==> src/rtl/mux_scan_seq.sv <==
// mux_scan_seq: registered N_CH:1 channel multiplexer with manual select and
// an auto-scan sequencer that walks every channel, holding each for DWELL
// cycles.
//
// Ports:
//   clk        - system clock, all state changes on the rising edge
//   rst        - synchronous active-high reset
//   data_in    - packed channels, channel c at [c*DATA_W +: DATA_W]
//   mode       - 0 = manual (sel_in), 1 = auto-scan
//   sel_in     - manual channel select
//   start      - begin an auto scan (level-sampled in IDLE)
//   stop       - abort an auto scan (wins over start)
//   cont       - 1 = wrap and scan continuously, 0 = single frame
//   y          - registered selected data
//   sel_out    - channel index currently presented on y
//   valid      - y/sel_out carry a new sample this cycle
//   busy       - auto scan in progress
//   frame_done - pulse alongside the last channel of a frame
module mux_scan_seq #(
  parameter int N_CH   = 16,
  parameter int DATA_W = 1,
  parameter int DWELL  = 1,
  localparam int SEL_W = $clog2(N_CH)
) (
  input  logic                   clk,
  input  logic                   rst,
  input  logic [N_CH*DATA_W-1:0] data_in,
  input  logic                   mode,
  input  logic [SEL_W-1:0]       sel_in,
  input  logic                   start,
  input  logic                   stop,
  input  logic                   cont,
  output logic [DATA_W-1:0]      y,
  output logic [SEL_W-1:0]       sel_out,
  output logic                   valid,
  output logic                   busy,
  output logic                   frame_done
);

  localparam int DW_W = (DWELL > 1) ? $clog2(DWELL) : 1;
  localparam logic [SEL_W-1:0] LAST_CH  = SEL_W'(N_CH - 1);
  localparam logic [DW_W-1:0]  LAST_DW  = DW_W'(DWELL - 1);

  typedef enum logic {IDLE, SCAN} state_t;

  // unpacked view of the flat channel bus
  logic [N_CH-1:0][DATA_W-1:0] ch_data;

  genvar g;
  generate
    for (g = 0; g < N_CH; g++) begin : g_unpack
      assign ch_data[g] = data_in[g*DATA_W +: DATA_W];
    end
  endgenerate

  state_t              state_q, state_d;
  logic [SEL_W-1:0]    ch_q, ch_d;
  logic [DW_W-1:0]     dwell_q, dwell_d;
  logic [DATA_W-1:0]   y_q, y_d;
  logic [SEL_W-1:0]    sel_q, sel_d;
  logic                valid_q, valid_d;
  logic                fd_q, fd_d;
  logic                sel_ok;

  // only matters when N_CH is not a power of two
  assign sel_ok = (int'(sel_in) < N_CH);

  always_ff @(posedge clk) begin
    if (rst) begin
      state_q <= IDLE;
      ch_q    <= '0;
      dwell_q <= '0;
      y_q     <= '0;
      sel_q   <= '0;
      valid_q <= 1'b0;
      fd_q    <= 1'b0;
    end else begin
      state_q <= state_d;
      ch_q    <= ch_d;
      dwell_q <= dwell_d;
      y_q     <= y_d;
      sel_q   <= sel_d;
      valid_q <= valid_d;
      fd_q    <= fd_d;
    end
  end

  always_comb begin
    state_d = state_q;
    ch_d    = ch_q;
    dwell_d = dwell_q;
    y_d     = y_q;
    sel_d   = sel_q;
    valid_d = 1'b0;
    fd_d    = 1'b0;

    if (!mode) begin
      state_d = IDLE;
      ch_d    = '0;
      dwell_d = '0;
      // A scan interrupted by mode falling spends one edge aborting with
      // outputs held; manual selection takes over from the following edge.
      if (state_q == IDLE) begin
        sel_d = sel_in;
        if (sel_ok) begin
          y_d     = ch_data[sel_in];
          valid_d = 1'b1;
        end else begin
          y_d = '0;
        end
      end
    end else if (state_q == IDLE) begin
      if (start && !stop) begin
        state_d = SCAN;
        ch_d    = '0;
        dwell_d = '0;
      end
    end else if (stop) begin
      state_d = IDLE;
      ch_d    = '0;
      dwell_d = '0;
    end else begin
      // data is captured only on the first cycle of each dwell window
      if (dwell_q == '0) begin
        y_d     = ch_data[ch_q];
        sel_d   = ch_q;
        valid_d = 1'b1;
        fd_d    = (ch_q == LAST_CH);
      end
      if (dwell_q == LAST_DW) begin
        dwell_d = '0;
        if (ch_q == LAST_CH) begin
          ch_d = '0;
          if (!cont) state_d = IDLE;
        end else begin
          ch_d = ch_q + SEL_W'(1);
        end
      end else begin
        dwell_d = dwell_q + DW_W'(1);
      end
    end
  end

  assign y          = y_q;
  assign sel_out    = sel_q;
  assign valid      = valid_q;
  assign busy       = (state_q == SCAN);
  assign frame_done = fd_q;

endmodule

==> config.mk <==
export PLATFORM = sky130hd
export DESIGN_NAME = mux_scan_seq
export DESIGN_NICKNAME = d
export VERILOG_FILES = /design/src/rtl/mux_scan_seq.sv
export SDC_FILE = /design/constraint.sdc
export NUM_CORES = 1
export LEC_CHECK = 0
export CAP_MARGIN = 20
export CORE_MARGIN = 2
export CORE_UTILIZATION = 38
export CTS_BUF_LIST = sky130_fd_sc_hd__clkbuf_16
export DETAILED_ROUTE_END_ITERATION = 12
export PLACE_DENSITY = 0.85
export SLEW_MARGIN = 25
export SYNTH_ARGS = -nofsm -noshare
export SYNTH_HDL_FRONTEND = slang
export SYNTH_SLANG_ARGS = --single-unit
==> constraint.sdc <==
create_clock -name clk -period 1.7 [get_ports clk]
set_input_delay 0.17 -clock clk [delete_from_list [all_inputs] [get_ports clk]]
set_output_delay 0.17 -clock clk [all_outputs]
set_load 0.05 [all_outputs]
## Word-level counts from Yosys, hierarchy flattened

Index checks and enable logic that the tools add are counted.

- Flip-flop bits (word level): 13
- Input bits: 26
- Logic and storage cells: 60

- $add $sub $neg: 2
- $lt $le $gt $ge: 2
- Eq/ne operators: 6
- Multiplexer cells: 34
- Bitwise logic cells: 2
- Reductions and logical operators: 7

Operators by type and width:

| operator | number |
|---|---|
| $mux 4 | 10 |
| $mux 1 | 22 |
| $lt 4x5->1 const B | 2 |
| $bmux 1 s4 | 2 |
| $ne 2x2->1 const B | 3 |
| $reduce_or 5->1 | 1 |
| $add 4x1->4 const B | 1 |
| $eq 4x4->1 const B | 1 |
| $reduce_and 4->1 | 1 |
| $ne 3x3->1 const B | 1 |
| $ne 2x1->1 const B | 1 |
| $not 1->1 | 2 |
| $reduce_and 2->1 | 1 |
| $reduce_bool 2->1 | 1 |
| $reduce_or 2->1 | 1 |
| $add 1x1->1 const B | 1 |
| $logic_and 1x1->1 | 1 |
| $logic_not 1->1 | 1 |

## Longest topological paths before layout

Gate-level depths: netlist of run 1.

- Word-level depth: 6
- Mapped depth: 6
- Depth with buffers taken out: 6

## Least setup slack after synthesis of run 1

OpenSTA, ideal clock, no wires.

- Kind: register to register
- Start point: register state_q (netlist: busy)
- End point: register y_q (netlist: y)
- Library setup time: 79 ps
- Arrival: 1786 ps
- Required time: 1621 ps
- Path slack: -165 ps
- Stages on the path, launching flop included: 5
- Clock period less this slack: 1865 ps
- Cells stage by stage: dfxtp_1 -> ha_1 -> a21oi_1 -> nor2_1 -> a211oi_2

- Word-level cells in the longest chain between the ends: 2
- Elaborated cells on any way between the ends: 5
- Classes of those cells: 4 x eq/ne; 1 x reduce/logical

RTL lines:

| item | line | text |
|---|---|---|
| start, declared | 56 | `state_t state_q, state_d;` |
| start signal, assigned | 78 | `state_q <= state_d;` |
| $ne 2x2->1 (no source line) or $ne 2x1->1 (tied branches) | -- |  |
| $reduce_and 4->1 (no source line) * | -- |  |
| end signal, assigned | 81 | `y_q <= y_d;` |
| end, declared | 59 | `logic [DATA_W-1:0] y_q, y_d;` |

Mark *: on every way between the ends. The rest lies on a longest branch, timed or not.
A chain may end at the register's enable or synchronous reset.

## Worst setup path after layout of run 1

- Start point: register y_q (netlist: y)
- End point: output port y

RTL lines:

| item | line | text |
|---|---|---|
| end, declared | 33 | `output logic [DATA_W-1:0] y,` |

No word-level cell between the ends.

==> summary.md, run 1 <==
| Metric | Value |
|---|---|
| Status | `completed` |
| DR vias/cell | `5.51` |
| Area leader, netlist | `dfxtp_1` |
| Root Buffer | `clkbuf_16` |
| Sink Count | `12` |
| Max-cap violations | `0` |
| Avg Cell Area, Syn | `9.48 um^2` |
| FF-to-FF setup slack | `0.17 ns` |
| Finished Core Util | `60.3%` |
| Worst clock skew | `0.00263 ns` |
| DR pass1 iterations | `4` |
| Area Overhead vs Synth | `53.2%` |
| Diodes inserted | `0` |
| Reg clk slew, reported paths | `0.04 ns` |
| Worst path cell trace | `clkdlybuf4s50_1` |
| Minimum clock period | `1.56 ns` |
| Nets in the synthesized netlist | `118` |
| Max VDD drop | `0.000445 V` |
| Critical R2R Capture | `y` |
| HPWL after DPL | `1780 um` |
| Leakage | `0.000524 uW` |
| Least-Margin Pin Slew | `0.499 ns` |
| Sw Pwr | `235 uW` |
| Most common cell after layout, fill and taps aside | `clkdlybuf4s50_1` |
| Port bufs | `33` |
| CTS Buf Count | `3` |
| Layout cell share with drive strength beyond 1 | `15.9%` |
| Hold Path Sink | `sel_out[0]` |
| Synth top area cells | `dfxtp_1 (28%), mux2i_1 (15%), mux4_2 (11%)` |
| Remaining antenna violation count | `0` |
| RSZ-0062 raised after global routing | `no` |
| Final-report setup violation count | `0` |
| Overflow after GRT | `0` |
| CP Class | `reg2out` |
| Reg power frac | `31.6%` |
| Hold_buf cts | `0` |
| IO Count | `34` |
| Max Freq | `643 MHz` |
| Synthesized flop and latch total | `12` |
| Gate Count Post-Synth | `90` |
| PwrDens | `734 nW/um^2` |
| Clk pwr share | `43.5%` |
| CP delay by family, top | `buffers and inverters` |
| Distinct cells, synth | `28` |
| Worst hold stages | `4` |
| Reg2reg path depth | `6` |
| CP Capture Type | `primary output` |
| Core Area | `2170 um^2` |
| Final worst path period share | `91.5%` |
| Clock H-tree levels | `1` |
| Worst Setup SP | `y` |
| Buf/Inv on CP | `1` |
| Routed WL | `2270 um` |
| Metal3 WL | `138 um` |
| Critical path's slowest cell | `clkdlybuf4s50_1` |
| Drt initial violations | `22` |
| Sequential-to-total area share from yosys stat | `28.2%` |
| Pin count of the biggest net entering global routing | `12` |
| NumNets Final | `156` |
| Comb power frac | `24.9%` |
| Post-Syn Area | `853 um^2` |
| Reg-to-reg critical path startpoint | `ch_q[0]` |
| Residual DRC | `0` |
| CP max stage delay | `0.81 ns` |
| Drt wl/cell | `14.7 um` |
| Metal-1 WL | `958 um` |
| Worst EP required | `1.53 ns` |
| Setup TNS | `0 ns` |
| Synth top area share | `28.2%` |
| Wire length on met2 | `1140 um` |
| CTS tree | `yes` |
| Clock Latency Late Sink | `0.24 ns` |
| Initial Util | `39.3%` |
| Switching Fraction | `24.4%` |
| Placer Congestion | `0.777` |
| Arrival time at the worst endpoint | `1.39 ns` |
| Most frequent cells in the layout | `clkdlybuf4s50_1 (31), nor2_1 (15), mux2i_1 (13)` |
| Die Span Y | `51.4 um` |
| Horiz. Die Dim | `51.4 um` |
| Vias in the first global route | `817` |
| Worst Setup Start Kind | `flop` |
| Crit-path max FO | `2` |
| Max Slew Vio Count | `0` |
| YS warnings | `0` |
| Antenna violations before repair | `0` |
| Row count | `17` |
| Total number of vias | `848` |
| First-pass GRT wire length | `3670 um` |
| Tot GR Track Use | `18.8%` |
| Worst rel slew slack | `66.6%` |
| Longest Clk Path Bufs | `2` |
| Worst Hold Class | `in2reg` |
| Hold path start | `sel_in[0]` |
| Final Hold Violating Endpoints | `0` |
| Top sig layer | `met4` |
| Die Area | `2640 um^2` |
| P_int | `725 uW` |
==> repair_timing <==
action	4_1_cts	5_1_grt
endpoints found under the setup margin	0	1
resized for setup	0	2
setup buffers	0	0
==> stage by stage <==
stage               instance area, um^2  setup slack, ns  instances  hold WS (ns)  power, uW
floorplan                           855           0.0701         90         0.247        433
global placement                   1230           -0.109        151         0.489        538
detailed placement                 1230           -0.198        151         0.500        545
CTS                                1300           0.0372        154         0.507        962
global route                       1310           0.0736        154         0.518        995
finish                             1310            0.144        154         0.496        960
==> synth_stat cells <==
cell,number
a211oi_2,1
buf_6,3
o211ai_1,1
nor2b_1,3
nor2_1,15
a31oi_1,1
and3_1,1
a41oi_1,1
nand2_1,4
nor4b_1,1
mux4_2,4
mux2_2,2
a2111oi_0,1
dfxtp_1,12
and2b_2,1
clkbuf_2,1
a211oi_1,6
nand2b_1,2
a2bb2oi_1,1
xor2_1,1
nand4b_1,2
a22oi_1,2
inv_1,1
clkbuf_1,2
a21oi_1,4
nand3_1,2
mux2i_1,13
ha_1,2
==> final cells by class <==
class                   instances  area (um^2)
clock buffers                   3         75.1
fillers                       208          862
inverters                       1         3.75
multi-input cells              71          563
flip-flops and latches         12          243
well taps                      28         35.0
repair buffers                 39          388
==> how the worst max path moves through the flow <==
stage	endpoint	slack (ns)	cells after the start
3_3_place_gp	y	-0.11	7
5_1_grt	y	0.07	5
6_report	y	0.14	1
2_1_floorplan	y	0.07	4
4_1_cts	y	0.04	7
3_5_place_dp	y	-0.20	7
==> routing by layer <==
metal	vias to the layer above	global-route usage [%]
met4	0	10.5
li1	418	-
met2	33	32.9
met3	4	4.68
met5	-	0
met1	393	20.4
==> registers in the layout (all words and copies together) (netlist names) <==
signal and flops:
busy 1, ch_q 4, frame_done 1, sel_out 4, valid 1, y 1
==> worst register-to-register path: stages (launching register included) <==
cell and delay, ns:
dfxtp_2 0.38, buf_4 0.20, mux2_2 0.35, a2bb2oi_1 0.16
nand4b_1 0.12, nand4b_1 0.13, a211oi_2 0.08
==> power by group through the flow <==
stage          sequential, uW  combinational [uW]  clock, uW
2_1_floorplan             350                82.8          0
3_3_place_gp              307                 231          0
3_5_place_dp              308                 237          0
4_1_cts                   303                 239        420
5_1_grt                   305                 253        438
6_report                  303                 239        418
==> cells by family after synthesis <==
logic type,count (synthesis),synth area share [%]
AO/OA/AOI/OAI,18,15.5
XOR/XNOR,1,1.03
buffers and inverters,7,5.86
adder cells (fa/ha/maj),2,2.93
flip-flops,12,28.2
AND/OR/NAND/NOR,31,18.0
multiplexers,19,28.4
(Power assumes the default switching activity.)
==> inputs of run 2 (changes only) <==
- HOLD_SLACK_MARGIN: default -> 0.15
==> results of run 2 <==
The final DEF is identical to that of run 1; final timing and power are the same.
==> inputs of run 3 (changes only) <==
- CTS_BUF_LIST: sky130_fd_sc_hd__clkbuf_16 -> sky130_fd_sc_hd__clkbuf_8 sky130_fd_sc_hd__clkbuf_16
- REMOVE_ABC_BUFFERS: default -> 1
- TNS_END_PERCENT: default -> 20
==> run 3 against run 2 <==
Net effect: global-route usage is 0.47 points lower; flip-flop and latch count did not move; power shrank 11%; fmax fell by 2.9%; critical path depth up 6; combinational power about the same; utilization shrank 0.87 points; routed wire length shrank 9.8%; worst setup slack lost 0.046 ns; cell count grew 1.9%; worst hold slack got worse by 0.0021 ns; count of clock-buffer cells in the layout increased by 1; critical endpoint is now y; largest cell class unchanged.
==> summary.md, run 3 (same netlist as run 1, synthesis figures left out) <==
| Metric | Value |
|---|---|
| Horiz. Die Dim | `51.4 um (unchanged)` |
| Final-report setup violation count | `0 (unchanged)` |
| Remaining antenna violation count | `0 (unchanged)` |
| CP delay by family, top | `buffers and inverters (unchanged)` |
| Leakage | `0.000512 uW (was 0.000524 uW)` |
| Residual DRC | `0 (unchanged)` |
| Comb power frac | `27.6% (was 24.9%)` |
| Drt wl/cell | `13.0 um (was 14.7 um)` |
| Post-Place Cells | `153 (was 151)` |
| Worst EP required | `1.87 ns (was 1.53 ns)` |
| CP Class | `in2reg (was reg2out)` |
| RSZ-0062 raised after global routing | `no (unchanged)` |
| Status | `completed (unchanged)` |
| Antenna violations before repair | `0 (unchanged)` |
| Worst Hold Class | `reg2reg (was in2reg)` |
| Fillers | `182 (was 208)` |
| Initial Util | `39.3% (unchanged)` |
| Buf/Inv on CP | `2 (was 1)` |
| Overflow after GRT | `0 (unchanged)` |
| Diodes inserted | `0 (unchanged)` |
| Crit-path max FO | `9 (was 2)` |
| NumNets Final | `158 (was 156)` |
| Die Area | `2640 um^2 (unchanged)` |
| CTS tree | `yes (unchanged)` |
| Max-cap violations | `0 (unchanged)` |
| Clk pwr share | `37.1% (was 43.5%)` |
| Tot GR Track Use | `18.3% (was 18.8%)` |
| Row count | `17 (unchanged)` |
| Switching Fraction | `26.9% (was 24.4%)` |
| First-pass GRT wire length | `3580 um (was 3670 um)` |
| Setup TNS | `0 ns (unchanged)` |
| Max Freq | `624 MHz (was 643 MHz)` |
| CP max stage delay | `0.48 ns (was 0.81 ns)` |
| Root Buffer | `clkbuf_8 (was clkbuf_16)` |
| Max VDD drop | `0.000436 V (was 0.000445 V)` |
| Core Area | `2170 um^2 (unchanged)` |
| DR pass1 iterations | `4 (unchanged)` |
| DR vias/cell | `5.34 (was 5.51)` |
| Sink Count | `12 (unchanged)` |
| Reg clk slew, reported paths | `0.05 ns (was 0.04 ns)` |
| HPWL after DPL | `1740 um (was 1780 um)` |
| Vias in the first global route | `823 (was 817)` |
| Crit. path cell count | `7 (was 1)` |
| Reg power frac | `35.3% (was 31.6%)` |
| Placer Congestion | `0.809 (was 0.777)` |
| Worst path cell trace | `clkdlybuf4s50_1, buf_6, mux2i_1, mux4_2, nand2_1, nand4b_1, a211oi_2 (was clkdlybuf4s50_1)` |
| Max Slew Vio Count | `0 (unchanged)` |
| Non-filler cells, final | `157 (was 154)` |
| Clock H-tree levels | `1 (unchanged)` |
| Most frequent cells in the layout | `clkdlybuf4s50_1 (32), nor2_1 (15), mux2i_1 (13) (was clkdlybuf4s50_1 (31), nor2_1 (15), mux2i_1 (13))` |
| Worst clock skew | `0.00419 ns (was 0.00263 ns)` |
| Worst hold margin | `0.494 ns (was 0.496 ns)` |
| Least-Margin Pin Slew | `0.500 ns (was 0.499 ns)` |
| Longest Clk Path Bufs | `2 (unchanged)` |
| P_int | `623 uW (was 725 uW)` |
| Critical path's slowest cell | `mux4_2 (was clkdlybuf4s50_1)` |
| Layout cell share with drive strength beyond 1 | `16.3% (was 15.9%)` |
| Worst Setup Start Kind | `input port (was flop)` |
| Sw Pwr | `229 uW (was 235 uW)` |
| CP Capture Type | `flop (was primary output)` |
| Final Hold Violating Endpoints | `0 (unchanged)` |
| Worst rel slew slack | `66.6% (about the same)` |
| Minimum clock period | `1.60 ns (was 1.56 ns)` |
| Worst hold stages | `2 (was 4)` |
| Clock Latency Late Sink | `0.25 ns (was 0.24 ns)` |
| Port bufs | `33 (unchanged)` |
| Place WS | `-0.162 ns (was -0.198 ns)` |
| Most common cell after layout, fill and taps aside | `clkdlybuf4s50_1 (unchanged)` |
| Final worst slack | `0.0979 ns (was 0.144 ns)` |
| Total power draw | `852 uW (was 960 uW)` |
| Die Span Y | `51.4 um (unchanged)` |
| Reg2reg path depth | `6 (unchanged)` |
| Final worst path period share | `94.2% (was 91.5%)` |
| CTS Buf Count | `3 (unchanged)` |
| Arrival time at the worst endpoint | `1.77 ns (was 1.39 ns)` |
| IO Count | `34 (unchanged)` |
| Area Overhead vs Synth | `51.0% (was 53.2%)` |
| Pin count of the biggest net entering global routing | `11 (was 12)` |
| Routed WL | `2040 um (was 2270 um)` |
| Setup Fix Bufs, Post-CTS | `0 (unchanged)` |
| Total number of vias | `839 (was 848)` |
| Drt initial violations | `4 (was 22)` |
| PwrDens | `661 nW/um^2 (was 734 nW/um^2)` |
run 3: cell type report:
| type | count | area, um^2 | share of cell area (%) |
|---|---|---|---|
| sequential | 12 | 240 | 18.6 |
| clock buffer | 4 | 55.1 | 4.27 |
| timing repair buffer | 41 | 392 | 30.4 |
| inverter | 1 | 3.75 | 0.291 |
| multi-input combinational | 71 | 563 | 43.7 |
| tap | 28 | 35.0 | 2.72 |
run 3: tightest hold or removal path, cell delays in order, from the launching register on:
cell and delay [ns]:
dfxtp_1 0.30, nor2_1 0.09, a211oi_1 0.05
run 3: repair_timing:
action | 4_1_cts | 5_1_grt
hold buffers | 0 | 0
hold endpoints to repair | 0 | 0
endpoints found under the setup margin | 0 | 1
resized for setup | 0 | 1
run 3: final timing paths:
path | startpoint | end | slack (ns)
max | sel_in[0] | y | 0.1
min | sel_out[2] | sel_out[2] | 0.49
max reg2reg | ch_q[0] | y | 0.15
min reg2reg | sel_out[2] | sel_out[2] | 0.49
run 3: layer usage:
layer  vias up  track usage (%)  wire (um)
li1        414                -          -
met2        19             34.4       1160
met1       403             19.0        782
met3         3             5.56         79
met5         -                0          0
met4         0             6.14         21
run 3: stage by stage:
step,area (um^2),utilization (%)
floorplan,807,-
global placement,1230,56.7
detailed placement,1230,56.7
CTS,1280,59.2
global route,1290,59.4
finish,1290,59.4
run 3: power by group through the flow:
stage / clock [uW] / combinational (uW) / sequential [uW]
5_1_grt: 339 / 252 / 302
3_5_place_dp: 0 / 235 / 307
4_1_cts: 323 / 236 / 301
2_1_floorplan: 0 / 68.2 / 351
6_report: 316 / 236 / 301
3_3_place_gp: 0 / 230 / 307
